`src/rtl/dct_pkg.sv`:
```
// Shared constants and index types for the 2-D DCT datapath (row stage, transpose, column stage).
package dct_pkg;
   localparam int N            = 8;
   localparam int IN_W_DEFAULT = 32;

   typedef logic [2:0] idx_t;
   typedef logic       bank_sel_t;
endpackage

```
`src/rtl/transpose_bank.sv`:
```
// One 8x8 storage bank: whole-row write port, combinational whole-column read port.
// Contents are deliberately unreset; the owning controller's full flag says when they are meaningful.
module transpose_bank
   import dct_pkg::*;
#(
   parameter int W = IN_W_DEFAULT
) (
   input  logic               clk,
   input  logic               we_i,
   input  idx_t               row_i,
   input  logic [N-1:0][W-1:0] row_dat_i,
   input  idx_t               col_i,
   output logic [N-1:0][W-1:0] col_dat_o
);

   // Indexed [row][col]; a column read gathers element col_i from every row.
   logic [N-1:0][N-1:0][W-1:0] mem_q;

   always_ff @(posedge clk) begin
      if (we_i) begin
         mem_q[row_i] <= row_dat_i;
      end
   end

   always_comb begin
      col_dat_o = '0;
      for (int k = 0; k < N; k++) begin
         col_dat_o[k] = mem_q[k][col_i];
      end
   end

endmodule

```
`src/rtl/dct_transpose_buf.sv`:
```
// Ping-pong 8x8 transpose: rows in, columns out; column 0 valid 1 clk after row 7 accepted.
// Backpressure: in_ready/out_valid come from the bank full flags only; up to 16 rows absorbed while stalled.
module dct_transpose_buf
   import dct_pkg::*;
#(
   parameter int IN_W = IN_W_DEFAULT
) (
   input  logic                   clk,
   input  logic                   rst_n,
   input  logic                   in_valid,
   output logic                   in_ready,
   input  logic signed [IN_W-1:0] in0,
   input  logic signed [IN_W-1:0] in1,
   input  logic signed [IN_W-1:0] in2,
   input  logic signed [IN_W-1:0] in3,
   input  logic signed [IN_W-1:0] in4,
   input  logic signed [IN_W-1:0] in5,
   input  logic signed [IN_W-1:0] in6,
   input  logic signed [IN_W-1:0] in7,
   output logic                   out_valid,
   input  logic                   out_ready,
   output logic signed [IN_W-1:0] out0,
   output logic signed [IN_W-1:0] out1,
   output logic signed [IN_W-1:0] out2,
   output logic signed [IN_W-1:0] out3,
   output logic signed [IN_W-1:0] out4,
   output logic signed [IN_W-1:0] out5,
   output logic signed [IN_W-1:0] out6,
   output logic signed [IN_W-1:0] out7
);

   logic [1:0] full_q, full_d;
   bank_sel_t  wr_bank_q, wr_bank_d;
   bank_sel_t  rd_bank_q, rd_bank_d;
   idx_t       wr_row_q, wr_row_d;
   idx_t       rd_col_q, rd_col_d;
   logic       wr_fire, rd_fire;

   logic [N-1:0][IN_W-1:0] row_dat;
   logic [N-1:0][IN_W-1:0] col_dat0, col_dat1, out_dat;

   assign in_ready  = !full_q[wr_bank_q];
   assign out_valid = full_q[rd_bank_q];
   assign wr_fire   = in_valid && in_ready;
   assign rd_fire   = out_valid && out_ready;

   assign row_dat = {in7, in6, in5, in4, in3, in2, in1, in0};

   // Writer only sets a non-full bank and reader only clears a full one,
   // so the two updates below never collide on the same flag.
   always_comb begin
      full_d    = full_q;
      wr_bank_d = wr_bank_q;
      wr_row_d  = wr_row_q;
      rd_bank_d = rd_bank_q;
      rd_col_d  = rd_col_q;
      if (wr_fire) begin
         if (wr_row_q == idx_t'(N - 1)) begin
            full_d[wr_bank_q] = 1'b1;
            wr_bank_d         = !wr_bank_q;
            wr_row_d          = '0;
         end else begin
            wr_row_d = wr_row_q + 3'd1;
         end
      end
      if (rd_fire) begin
         if (rd_col_q == idx_t'(N - 1)) begin
            full_d[rd_bank_q] = 1'b0;
            rd_bank_d         = !rd_bank_q;
            rd_col_d          = '0;
         end else begin
            rd_col_d = rd_col_q + 3'd1;
         end
      end
   end

   always_ff @(posedge clk or negedge rst_n) begin
      if (!rst_n) begin
         full_q    <= '0;
         wr_bank_q <= 1'b0;
         wr_row_q  <= '0;
         rd_bank_q <= 1'b0;
         rd_col_q  <= '0;
      end else begin
         full_q    <= full_d;
         wr_bank_q <= wr_bank_d;
         wr_row_q  <= wr_row_d;
         rd_bank_q <= rd_bank_d;
         rd_col_q  <= rd_col_d;
      end
   end

   transpose_bank #(.W(IN_W)) u_bank0 (
      .clk       (clk),
      .we_i      (wr_fire && (wr_bank_q == 1'b0)),
      .row_i     (wr_row_q),
      .row_dat_i (row_dat),
      .col_i     (rd_col_q),
      .col_dat_o (col_dat0)
   );

   transpose_bank #(.W(IN_W)) u_bank1 (
      .clk       (clk),
      .we_i      (wr_fire && (wr_bank_q == 1'b1)),
      .row_i     (wr_row_q),
      .row_dat_i (row_dat),
      .col_i     (rd_col_q),
      .col_dat_o (col_dat1)
   );

   // Gating keeps unreset bank contents off the outputs while nothing is valid.
   assign out_dat = !out_valid ? '0 : (rd_bank_q ? col_dat1 : col_dat0);

   assign out0 = out_dat[0];
   assign out1 = out_dat[1];
   assign out2 = out_dat[2];
   assign out3 = out_dat[3];
   assign out4 = out_dat[4];
   assign out5 = out_dat[5];
   assign out6 = out_dat[6];
   assign out7 = out_dat[7];

endmodule

```
`config.mk`:
```
export PLATFORM = sky130hd
export DESIGN_NAME = dct_transpose_buf
export DESIGN_NICKNAME = d
export VERILOG_FILES = /design/src/rtl/dct_pkg.sv /design/src/rtl/transpose_bank.sv /design/src/rtl/dct_transpose_buf.sv
export SDC_FILE = /design/constraint.sdc
export NUM_CORES = 2
export LEC_CHECK = 0
export BUFFER_PORTS_ARGS = -buffer_cell sky130_fd_sc_hd__buf_2
export CAP_MARGIN = 20
export CORE_AREA = 2 2 674 542
export CTS_BUF_LIST = sky130_fd_sc_hd__clkbuf_8 sky130_fd_sc_hd__clkbuf_16
export DETAILED_ROUTE_END_ITERATION = 10
export DIE_AREA = 0 0 676 544
export GPL_ROUTABILITY_DRIVEN = 0
export PLACE_DENSITY = 0.64
export SYNTH_ARGS = -nofsm -noshare
export SYNTH_HDL_FRONTEND = slang
export SYNTH_HIERARCHICAL = 1
export SYNTH_SLANG_ARGS = --single-unit
export TNS_END_PERCENT = 10
```
`constraint.sdc`:
```
create_clock -name clk -period 27.4 [get_ports clk]
set_clock_uncertainty 0.1 [all_clocks]
set_input_delay 2.74 -clock clk [delete_from_list [all_inputs] [get_ports clk]]
set_output_delay 2.74 -clock clk [all_outputs]
set_load 0.01 [all_outputs]
```
==> results.yml <==
worst_setup_path:
  critPathTopFamily: "buffers and inverters"
  cp-startpoint: "rd_col_q[0]$_DFFE_PN0N_"
  cp.arrival_ns: 7.50
  cp_data_required_time_ns: 24.56
  critPathLaunchType: "register"
  slowest_delay_ns: 1.01
  rrSetupSlack_ns: 22.75
  cp.depth: 10
  worst_path_max_delay_cell: "dfrtp_4"
  rr_worst_depth: 7
  path_class: "register to output port"
  r2r-start: "full_q[1]$_DFF_PN0_"
  r2r_end: "u_bank1/mem_q[726]$_DFFE_PP_"
  path_buf_inv: 6
  crit_top_cell: "buf_4"
  cp-end-kind: "output port"
  crit_path_cell_trace: "buf_12 > buf_4 > buf_4 > buf_4 > buf_4 > mux4_2 > mux2_2 > mux2i_1 > nor2_1 > buf_2"
  worst-path-max-fanout: 99
  crit_end: "out7[26]"
synth:
  syn_area_um2: 158000
  synth_warnings: 6
  syn_area_per_cell_um2: 24.1
  ys_seq_elements: 4106
  synthCells: 6552
  syn-num-nets: 6816
  synth.yosys.seq_area_share_pct: 77.9
  synth.distinct_cells: 26
sta:
  hold_viol_final: 0
  fin_setup_tns_ns: 0
  finalSetupViolCount: 0
  rsz0062_at_grt: "false"
  hold_ws_ns: 0.499
  relSlewSlack_pct: -10.8
  finalMaxSlewViolations: 48
  min_period_ns: 10.34
  tightest_slew_ns: 1.66
  post-route-period-util_pct: 37.7
  fmax_mhz: 96.7
placement:
  port_buffers: 517
  hpwl_um: 189000
route:
  route.antenna.remaining_nets: 0
  wirelength_um: 352000
  dr.pass1.iters: 7
  dr_total_vias: 70500
  drc: 0
  wl_per_cell_um: 28.4
  routed_via_density: 5.69
  drt_iter0_drc: 6557
clock_network:
  clkLatencyLatePin_ns: 0.95
  clockBufferDepth: 4
  path_clk_slew_ns: 0.06
  hold_buffers: 0
  cts_buffers: 403
  htreeDepth: 5
  cts_tree: "built"
  clock-sinks: 4106
  cts_resized: 0
  cts_root_buf: "clkbuf_16"
  cts_setup_buffers: 0
floorplanning:
  fp.dieH_um: 544
  core_area_um2: 362000
  initial_core_util_pct: 43.7
  die_x_um: 676
  io_pins: 518
  dieArea_um2: 368000
  row_count: 198
power:
  power_mw: 18.2
  p_per_area_nw_per_um2: 102
  vdd_drop_max_mv: 0.0886
  power.leakage_nw: 56.8
global_routing:
  grt_usage_pct: 18.9
  overflow: 0
  grt_antenna_before_repair: 55
  grt_max_degree: 167
  grt_pass1_wl_um: 509000
  grt_pass1_vias: 73000
cells_and_area:
  finish.net_count: 7517
  syn_to_final_growth_pct: 13.0
  fillCellCount: 28400
  drive_gt1_share_pct: 36.5
run_status:
  failed_checks: "max-slew violations"
  status: "finished with violations"
worst_hold_path:
  hold_start: "wr_bank_q$_DFFE_PN0P_"
  hold_class: "register to register"
run:
  drv_cap: 0
==> metrics by stage <==
stage | instance area, um2 | util [%] | setup WS [ns] | instances
floorplan | 158000 | - | 5.80 | 6552
global placement | 166000 | 45.8 | 17.76 | 11600
detailed placement | 166000 | 45.8 | 17.74 | 11600
CTS | 178000 | 49.3 | 16.65 | 12400
global route | 179000 | 49.4 | 16.25 | 12400
finish | 179000 | 49.4 | 17.06 | 12400
==> placed cells by master, fill, tap and decap left out, types with 2 or more instances in the layout <==
cell / Yosys / layout
a31oi_1: 3 / 3
buf_12: 0 / 18
buf_16: 0 / 5
buf_2: 77 / 517
buf_4: 1 / 97
bufinv_16: 0 / 27
clkbuf_16: 0 / 408
clkbuf_8: 0 / 7
clkinv_1: 0 / 89
clkinv_16: 0 / 5
clkinv_2: 0 / 80
clkinv_4: 0 / 6
clkinv_8: 0 / 6
clkinvlp_4: 0 / 10
dfrtp_1: 10 / 6
dfrtp_4: 0 / 4
diode_2: 0 / 17
edfxtp_1: 4096 / 4096
ha_1: 4 / 4
inv_1: 0 / 75
inv_16: 0 / 7
inv_6: 0 / 9
mux2_1: 3 / 3
mux2_2: 515 / 515
mux2i_1: 257 / 257
mux4_2: 1024 / 1024
nand2_1: 8 / 8
nand2b_1: 6 / 6
nor2_1: 270 / 258
nor2_4: 0 / 12
nor3_2: 0 / 4
o21ai_0: 2 / 2
o31ai_1: 2 / 2
==> sequential cells by signal (all words and copies together), names as in the netlist <==
register / cells
full_q: 2
u_bank1/mem_q: 2048
u_bank0/mem_q: 2048
rd_col_q: 3
wr_bank_q: 1
rd_bank_q: 1
wr_row_q: 3
==> logic make-up (layout without fill, tap and decap cells) <==
| family | count (synthesis) | in the layout | synth area share [%] |
|---|---|---|---|
| AOI/OAI and AO/OA | 8 | 8 | 0.0309 |
| adders and majority gates | 4 | 4 | 0.0316 |
| buffers and inverters | 342 | 1367 | 1.38 |
| DFF | 4106 | 4106 | 77.9 |
| muxes | 1800 | 1800 | 19.9 |
| other | 0 | 17 | 0 |
| and+or+nand+nor | 292 | 292 | 0.714 |
==> area by class of cell <==
type	count	area, um2	share of cell area (%)
Antenna cell	17	42.5	0.0238
Clock buffer	415	10300	5.77
Clock inverter	314	2420	1.35
Inverter	1	3.75	0.00210
Multi-Input combinational cell	2104	32800	18.4
Sequential cell	4106	123000	69.0
Tap cell	4800	6010	3.36
Timing Repair Buffer	637	3810	2.13
==> worst min-delay path by stage <==
stage,to,slack [ns],cells after the start
3_3_place_gp,full_q[0]$_DFF_PN0_,0.47,1
3_5_place_dp,wr_bank_q$_DFFE_PN0P_,0.49,1
4_1_cts,wr_bank_q$_DFFE_PN0P_,0.50,1
6_report,wr_bank_q$_DFFE_PN0P_,0.50,1
5_1_grt,wr_bank_q$_DFFE_PN0P_,0.52,1
2_1_floorplan,rd_col_q[2]$_DFFE_PN0N_,0.41,1
==> routing by layer <==
layer  global-route usage [%]  vias to the layer above  part of all wire, %
li1                         -                    29300                    -
met1                     26.5                    38400                   43
met2                     31.0                     2261                   49
met3                     2.68                      534                  5.5
met4                     5.60                        0                  2.8
met5                        0                        -                    0
==> synth_stat cells <==
master,number,share of area [%]
a21oi_1,1,0.0032
a31oi_1,3,0.012
and2_1,1,0.0040
and3b_1,1,0.0055
buf_1,78,0.19
buf_2,77,0.24
buf_4,1,0.0047
buf_6,106,0.75
clkbuf_1,79,0.19
dfrtp_1,10,0.16
edfxtp_1,4096,78
ha_1,4,0.032
inv_2,1,0.0024
mux2_1,3,0.021
mux2_2,515,3.7
mux2i_1,257,1.6
mux2i_4,1,0.014
mux4_2,1024,15
nand2_1,8,0.019
nand2b_1,6,0.024
nor2_1,270,0.64
nor2b_1,1,0.0040
nor3_1,4,0.013
nor3b_1,1,0.0047
o21ai_0,2,0.0063
o31ai_1,2,0.0095
==> where the power goes <==
| part | switching (mW) | internal [mW] |
|---|---|---|
| sequential | 0.149 | 7.36 |
| clock | 2.33 | 2.98 |
| combinational | 2.90 | 2.50 |
| total | 5.37 | 12.8 |
Note: power is estimated with default switching activity, not from simulation.
